`config.mk`:
```
export PLATFORM = sky130hd
export DESIGN_NAME = det_rr_scheduler
export DESIGN_NICKNAME = d
export VERILOG_FILES = /design/src/rtl/det_sched_pkg.sv /design/src/rtl/rr_pick.sv /design/src/rtl/det_rr_scheduler.sv
export SDC_FILE = /design/constraint.sdc
export NUM_CORES = 1
export LEC_CHECK = 0
export CORE_MARGIN = 5
export CORE_UTILIZATION = 29
export DETAILED_ROUTE_END_ITERATION = 6
export PLACE_DENSITY = 0.57
export SYNTH_ARGS = -nofsm -noshare
export SYNTH_HDL_FRONTEND = slang
export SYNTH_SLANG_ARGS = --single-unit
```
`constraint.sdc`:
```
create_clock -name clk -period 2.47 [get_ports clk]
set_input_delay 0.494 -clock clk [delete_from_list [all_inputs] [get_ports clk]]
set_output_delay 0.494 -clock clk [all_outputs]
set_load 0.01 [all_outputs]
```
`src/rtl/det_sched_pkg.sv`:
```
// Shared types and defaults for the round-robin A-then-B detector scheduler.
package det_sched_pkg;

  typedef enum logic [1:0] {
    IDLE   = 2'b00,
    SAMP_A = 2'b01,
    SAMP_B = 2'b10,
    REPORT = 2'b11
  } det_state_t;

  localparam int DET_N_REQ_DEF = 4;
  localparam int DET_CNT_W_DEF = 8;

  // Index width; kept at 1 so a single-requester build still has a real bus.
  function automatic int det_idx_w(input int n);
    return (n > 1) ? $clog2(n) : 1;
  endfunction

endpackage

```
`src/rtl/rr_pick.sv`:
```
// Combinational round-robin picker: first set request at or after ptr, cyclic.
module rr_pick
  import det_sched_pkg::*;
#(
  parameter int N_REQ = DET_N_REQ_DEF,
  localparam int IW = det_idx_w(N_REQ)
) (
  input  logic [N_REQ-1:0] req,
  input  logic [IW-1:0]    ptr,
  output logic [N_REQ-1:0] gnt,
  output logic [IW-1:0]    idx,
  output logic             any
);

  logic [IW-1:0] cand [N_REQ];

  // cand[gi] is the requester examined at priority position gi.
  genvar gi;
  for (gi = 0; gi < N_REQ; gi++) begin : g_rot
    logic [IW:0] sum;
    assign sum      = {1'b0, ptr} + (IW+1)'(gi);
    assign cand[gi] = (sum >= (IW+1)'(N_REQ)) ? IW'(sum - (IW+1)'(N_REQ)) : sum[IW-1:0];
  end

  always_comb begin
    any = 1'b0;
    idx = '0;
    for (int i = 0; i < N_REQ; i++) begin
      if (!any && req[cand[i]]) begin
        any = 1'b1;
        idx = cand[i];
      end
    end
    gnt = '0;
    if (any) gnt[idx] = 1'b1;
  end

endmodule

```
`src/rtl/det_rr_scheduler.sv`:
```
// Round-robin scheduler sharing one A-then-B sequence check between requesters.
// Optional saturating hit counter enabled by defining DET_HIT_CNT_EN.
module det_rr_scheduler
  import det_sched_pkg::*;
#(
  parameter int N_REQ = DET_N_REQ_DEF,
  parameter int CNT_W = DET_CNT_W_DEF,
  localparam int IW = det_idx_w(N_REQ)
) (
  input  logic             clk,
  input  logic             reset,
  input  logic [N_REQ-1:0] req,
  input  logic [N_REQ-1:0] a,
  input  logic [N_REQ-1:0] b,
  output logic [N_REQ-1:0] gnt,
  output logic [IW-1:0]    owner,
  output logic             done,
  output logic             hit,
  output logic [1:0]       state_var
`ifdef DET_HIT_CNT_EN
  ,
  output logic [CNT_W-1:0] hit_cnt
`endif
);

  det_state_t       state_reg, state_next;
  logic [N_REQ-1:0] gnt_reg;
  logic [IW-1:0]    owner_reg;
  logic [IW-1:0]    ptr_reg;
  logic             hit_reg;

  logic [N_REQ-1:0] pick_gnt;
  logic [IW-1:0]    pick_idx;
  logic             pick_any;

  rr_pick #(.N_REQ(N_REQ)) u_pick (
    .req (req),
    .ptr (ptr_reg),
    .gnt (pick_gnt),
    .idx (pick_idx),
    .any (pick_any)
  );

  always_ff @(posedge clk or negedge reset) begin
    if (!reset) state_reg <= IDLE;
    else        state_reg <= state_next;
  end

  always_comb begin
    state_next = state_reg;
    case (state_reg)
      IDLE:    if (pick_any) state_next = SAMP_A;
      SAMP_A:  state_next = a[owner_reg] ? SAMP_B : REPORT;
      SAMP_B:  state_next = REPORT;
      REPORT:  state_next = IDLE;
      default: state_next = IDLE;
    endcase
  end

  always_ff @(posedge clk or negedge reset) begin
    if (!reset) begin
      gnt_reg   <= '0;
      owner_reg <= '0;
      ptr_reg   <= '0;
      hit_reg   <= 1'b0;
    end else begin
      case (state_reg)
        IDLE: begin
          if (pick_any) begin
            gnt_reg   <= pick_gnt;
            owner_reg <= pick_idx;
          end
        end
        SAMP_A: if (!a[owner_reg]) hit_reg <= 1'b0;
        SAMP_B: hit_reg <= b[owner_reg];
        REPORT: begin
          gnt_reg <= '0;
          // Step past the last owner so held requests rotate fairly.
          ptr_reg <= (owner_reg == IW'(N_REQ - 1)) ? '0 : owner_reg + IW'(1);
        end
        default: ;
      endcase
    end
  end

  assign gnt       = gnt_reg;
  assign owner     = owner_reg;
  assign hit       = hit_reg;
  assign done      = (state_reg == REPORT);
  assign state_var = state_reg;

`ifdef DET_HIT_CNT_EN
  logic [CNT_W-1:0] hit_cnt_reg;

  always_ff @(posedge clk or negedge reset) begin
    if (!reset) begin
      hit_cnt_reg <= '0;
    end else if (state_reg == REPORT && hit_reg && hit_cnt_reg != '1) begin
      hit_cnt_reg <= hit_cnt_reg + CNT_W'(1);
    end
  end

  assign hit_cnt = hit_cnt_reg;
`endif

  // Keeps CNT_W referenced when the counter is compiled out.
  if (CNT_W < 1) begin : g_cnt_w_unused
  end

endmodule

```
Word level (Yosys, flattened, before mapping)
Index checks and enable logic that the tools add are counted.
{"block": "classes", "n_addsub": 8, "muxes": 34, "eq_ne": 6, "order_cmp": 11, "reduce_logical": 13}
{"cell": "2-to-1 mux 2 bit", "count": 10}
{"cell": "< comparator 2 x 3 -> 1 bit, second input constant", "count": 6}
{"cell": "2-to-1 mux 1 bit", "count": 13}
{"cell": "binary-select mux 1 bit (select 2 bit)", "count": 6}
{"cell": ">= comparator 3 bit, second input constant", "count": 3}
{"cell": "case mux 2 bit (4 select lines)", "count": 1}
{"cell": "case mux 4 bit (2 select lines)", "count": 1}
{"cell": "subtractor 2 x 1 -> 2 bit, second input constant", "count": 4}
{"cell": "adder 2 x 2 -> 3 bit, second input constant", "count": 2}
{"cell": "equality test 2 bit, second input constant", "count": 3}
{"cell": "AND reduction 2 bit", "count": 3}
{"cell": "logical AND 1 bit", "count": 4}
{"cell": "2-to-1 mux 4 bit", "count": 1}
{"cell": "inequality test 2 bit, second input constant", "count": 2}
{"cell": "nonzero test 2 bit", "count": 2}
{"cell": "adder 2 x 1 -> 3 bit, second input constant", "count": 1}
{"cell": ">= comparator 2 x 3 -> 1 bit, second input constant", "count": 1}
{"cell": "logical NOT 1 bit", "count": 3}
{"cell": "adder 2 x 1 -> 2 bit, second input constant", "count": 1}
{"cell": "demux 1 bit (select 2 bit)", "count": 1}
{"cell": "equality test 2 x 1 -> 1 bit, second input constant", "count": 1}
{"cell": ">= comparator 2 x 1 -> 1 bit, second input constant", "count": 1}
{"cell": "logical NOT 2 bit", "count": 1}
{"cell": "case mux 1 bit (2 select lines)", "count": 1}
{"block": "word_totals", "in_bits": 14, "regBits": 11, "output_inout_bits": 10, "wordCells": 77}

Depth between registers and ports, before layout
{"block": "logic_depth", "word_depth": 20, "depth_mapped": 6, "mapped_depth_nobuf": 6}

By module
From an unflattened synthesis, not the netlist that was laid out.
{"block": "unflattened", "hier_cells": 86, "area_unflattened_um2": 849.6}
{"module": "det_rr_scheduler", "cells_each": 53, "area_per_inst_um2": 638.1, "seq_area_each_um2": 275.3, "n_inst": 1}
{"module": "rr_pick", "cells_each": 33, "area_per_inst_um2": 211.5, "seq_area_each_um2": 0.0, "n_inst": 1}

Worst setup path before layout
Ideal clock, no wire load.
{"block": "synth_path", "kind": "in2reg", "startpoint": "input port req[2]", "endpoint": "register state_reg[1] (netlist: state_var[1])", "path_stages": 4, "setup_time_ps": 128, "arrival_ps": 1430, "setup_slack_ps": 912, "n_path_buf": 1, "required_ps": 2342, "path_cell_list": "nor4_1 and2_1 buf_2 mux2_1"}
{"block": "synth_via", "elab_chain_cells": 13, "word_cells_on_any_way": 19, "classes_between": "eq/ne: 1; mux: 12; reduce/logical: 6"}
{"element": "start: declaration", "line_no": "det_rr_scheduler.sv:12", "rtl": "input logic [N_REQ-1:0] req,"}
{"element": "binary-select mux 1 bit (select 2 bit)", "line_no": "rr_pick.sv:29", "rtl": "if (!any && req[cand[i]]) begin"}
{"element": "2-to-1 mux 1 bit (not written as such)", "line_no": "rr_pick.sv:29"}
{"element": "2-to-1 mux 1 bit", "line_no": "rr_pick.sv:29"}
{"element": "logical NOT 1 bit", "line_no": "rr_pick.sv:29"}
{"element": "logical AND 1 bit", "line_no": "rr_pick.sv:29"}
{"element": "2-to-1 mux 1 bit", "line_no": "rr_pick.sv:29"}
{"element": "logical NOT 1 bit", "line_no": "rr_pick.sv:29"}
{"element": "logical AND 1 bit", "line_no": "rr_pick.sv:29"}
{"element": "2-to-1 mux 1 bit", "line_no": "rr_pick.sv:29"}
{"element": "logical NOT 1 bit", "line_no": "rr_pick.sv:29"}
{"element": "logical AND 1 bit", "line_no": "rr_pick.sv:29"}
{"element": "2-to-1 mux 1 bit (*)", "line_no": "rr_pick.sv:29"}
{"element": "inequality test 2 bit (no source line) (*)"}
{"element": "end signal: assignment", "line_no": "det_rr_scheduler.sv:46", "rtl": "else state_reg <= state_next;"}
{"element": "end: declaration", "line_no": "det_rr_scheduler.sv:26", "rtl": "det_state_t state_reg, state_next;"}
Every way passes the cells marked *; elsewhere a longest branch is shown, timed or not. The select of a mux whose other input is x is not followed.
A chain may end at the register's enable or synchronous reset.

Final worst setup path
{"block": "layout_path", "startpoint": "register state_reg[0] (netlist: state_var[0])", "endpoint": "output port done"}
{"block": "layout_via", "elab_chain_cells": 1}
{"element": "equality test 2 bit", "line_no": "det_rr_scheduler.sv:89", "rtl": "assign done = (state_reg == REPORT);"}
{"element": "end: declaration", "line_no": "det_rr_scheduler.sv:17", "rtl": "output logic done,"}
Every way passes these cells.

==> results.md <==
- Die H: 58.7 um
- CTS tree: built
- Hold_sp: gnt[0]$_DFFE_PN0P_
- Synth top area cells: dfrtp_1 40%, ha_1 11%, o21ai_0 6.5%
- Fmax: 0.476 GHz
- Slew headroom: 0.660
- Compound-Gate Fraction of Synth Area: 0.171
- Iteration count of the initial detailed-routing pass: 4
- Minimum clock period: 2.10 ns
- RSZ-0062 raised after global routing: false
- YS warnings: 0
- Full die area: 3450 um2
- Fin nets: 114
- Reg2Reg Launch Point: state_var[0]$_DFFE_PN0P_
- Share of cells above drive strength 1: 0.118
- Post-synth top area share: 0.400
- Postcts setup bufs: 0
- Number of flops mapped to enable cells by yosys: 0
- Pleak: 0.412 nW
- Initial Utilization: 0.308
- Yosys reg bits: 11
- Total CTS buffers: 3
- Simple-gate portion of the synthesized area: 0.167
- Post-detail-place hpwl: 1260 um
- DR vias/cell: 4.83
- Startpoint Class: register
- H-tree Lvls: 1
- Pre-CTS setup slack: 0.300 ns
- Final worst slack: 0.370 ns
- Synth top cells by count: 11 x dfrtp_1, 9 x o21ai_0, 6 x ha_1, 5 x nand2_1, 5 x nor2_1
- Worst vdd ir: 566 uV
- Total power: 1.06 mW
- Largest family of logic cells by synthesized area: compound AO/OA/AOI/OAI gates
- Fin. Hold Viols: 0
- Die Span X: 58.7 um
- Worst Tran Pin Value: 0.508 ns
- Crit path kind: reg -> out
- Pwr Density: 1080 nW/um2
- Routed via count: 584
- Ant diodes: 0
- Area growth from synthesis to layout: 41.6%
- Hold-fix buffers at CTS: 0
- Worst Path Arrival: 1.61 ns
- Slew Limit Fails: 0
- Crit. End Element: output port
- Adder-cell share of the synthesized area: 0.109
- FILL cells: 228
- Root buffer cell: clkbuf_4
- Number of max-cap violations: 0
- Top-count cell post-synth: dfrtp_1
- Final GP Congestion: 0.719
- Sequential area share after synthesis: 0.400
- Syn Std Cell Area: 688 um2
- Core outline area: 2230 um2
- I/O pin total: 24
- Distinct cells, synth: 26
- Largest net degree at the start of global routing: 12
- Post-route cell area: 975 um2
- Final setup vio count: 0
- # port buffers: 23
- Rows: 17
- Critical Path RT: 1.98 ns
- Post-DR wirelength/cell: 12.4 um
- DRC Markers: 0
- Post-Syn Instances: 67
- Mux contribution to synthesized area: 0.129
- Global route overflow: 0
- Clock sink total: 11
- Largest register FFs: 4
- Ys async rst share: 1.00
- Final TNS setup: 0 ns
- Xor/xnor share of the synthesized area: 0
- Final Skew: 0.00548 ns
- Min-delay worst type: reg -> reg
- ANT nets after route: 0
- Post-detailed-routing wire length: 1500 um
- Placed Area: 948 um2
- Syn_nets: 87
- Vias in the first global route: 594
- CP startpoint: state_var[0]$_DFFE_PN0P_
- GRT Overall Usage: 0.0974
- Status: finished clean
- Skew-Pair Late Insertion Delay: 0.26 ns
- Post-CTS Resized: 0
- Top FF cell, synth: dfrtp_1
- Final Cycle Share: 0.850
- Initial antenna violation count: 0
- Clock-pin slew on the worst setup and hold paths: 0.06 ns
- DRT iter0 DRCs: 4
- Crit-path max FO: 6
- Leading area contributor after synthesis: dfrtp_1
- First-pass GRT wire length: 2570 um
- Synth Area per Inst: 10.3 um2
- Maximum buffer depth of the clock tree: 2
[critical path: stages (launching register included)]
cell,delay [ns]
dfrtp_1,0.46
ha_1,0.31
clkdlybuf4s50_1,0.58
[per-stage QoR]
stage	utilization	hold WS, ns	std cells
floorplan	-	0.198	67
global placement	0.425	0.525	117
detailed placement	0.425	0.521	117
CTS	0.436	0.536	121
global route	0.436	0.556	121
finish	0.436	0.534	121
[area by class of cell]
| class | count | area, um2 | area share |
|---|---|---|---|
| clock buffers | 4 | 26.3 | 0.0270 |
| inverters | 3 | 11.3 | 0.0116 |
| multi-input cells | 52 | 397 | 0.407 |
| flip-flops and latches | 11 | 275 | 0.282 |
| well taps | 28 | 35.0 | 0.0359 |
| repair buffers | 23 | 230 | 0.236 |
[per-layer routing]
metal	global-route usage	wire length, um
met1	0.116	644
met2	0.166	744
met3	0.0395	110
met4	0.0194	0
met5	0	0
[path summary, 6_finish.rpt]
| path | to | slack [ns] | depth (start not counted) |
|---|---|---|---|
| setup / recovery | done | 0.37 | 2 |
| hold / removal | gnt[0]$_DFFE_PN0P_ | 0.53 | 2 |
| setup reg to reg | state_var[1]$_DFFE_PN0P_ | 0.95 | 4 |
| hold reg to reg | gnt[0]$_DFFE_PN0P_ | 0.53 | 2 |
| max in group asynchronous | gnt[0]$_DFFE_PN0P_ | 1.56 | 1 |
| min in group asynchronous | hit$_DFFE_PN0P_ | 0.57 | 1 |
[cells by family (layout without fill, tap and decap cells)]
logic type | count (synthesis) | after routing
fa+ha+maj | 6 | 6
mux | 6 | 6
simple gates | 22 | 22
compound gates | 18 | 18
flops | 11 | 11
buf+inv | 4 | 30
[layout by cell type (no fill, tap or decap)]
master / Yosys / final
ha_1: 6 / 6
nand3_1: 1 / 1
nor2b_1: 2 / 2
clkbuf_1: 0 / 1
nand2_1: 5 / 5
clkdlybuf4s50_1: 0 / 23
or3_4: 1 / 1
o221ai_1: 1 / 1
dfrtp_1: 11 / 11
a21oi_1: 2 / 2
nor3_1: 1 / 1
mux2_2: 2 / 2
nor4_1: 1 / 1
clkbuf_4: 0 / 3
o211a_1: 1 / 1
inv_1: 2 / 2
a311oi_1: 1 / 1
o31ai_2: 1 / 1
nand2b_1: 4 / 4
mux2_1: 1 / 1
o31ai_1: 3 / 3
mux4_2: 2 / 2
and2_1: 1 / 1
inv_2: 1 / 1
o21ai_0: 9 / 9
or2_2: 1 / 1
mux2i_1: 1 / 1
nor2_1: 5 / 5
[power breakdown]
group	leakage (nW)	internal [mW]	switching [mW]
sequential	0.138	0.263	0.0967
clock	0.0150	0.0623	0.0561
combinational	0.259	0.322	0.257
No activity file was read; power rests on OpenSTA's default activity.
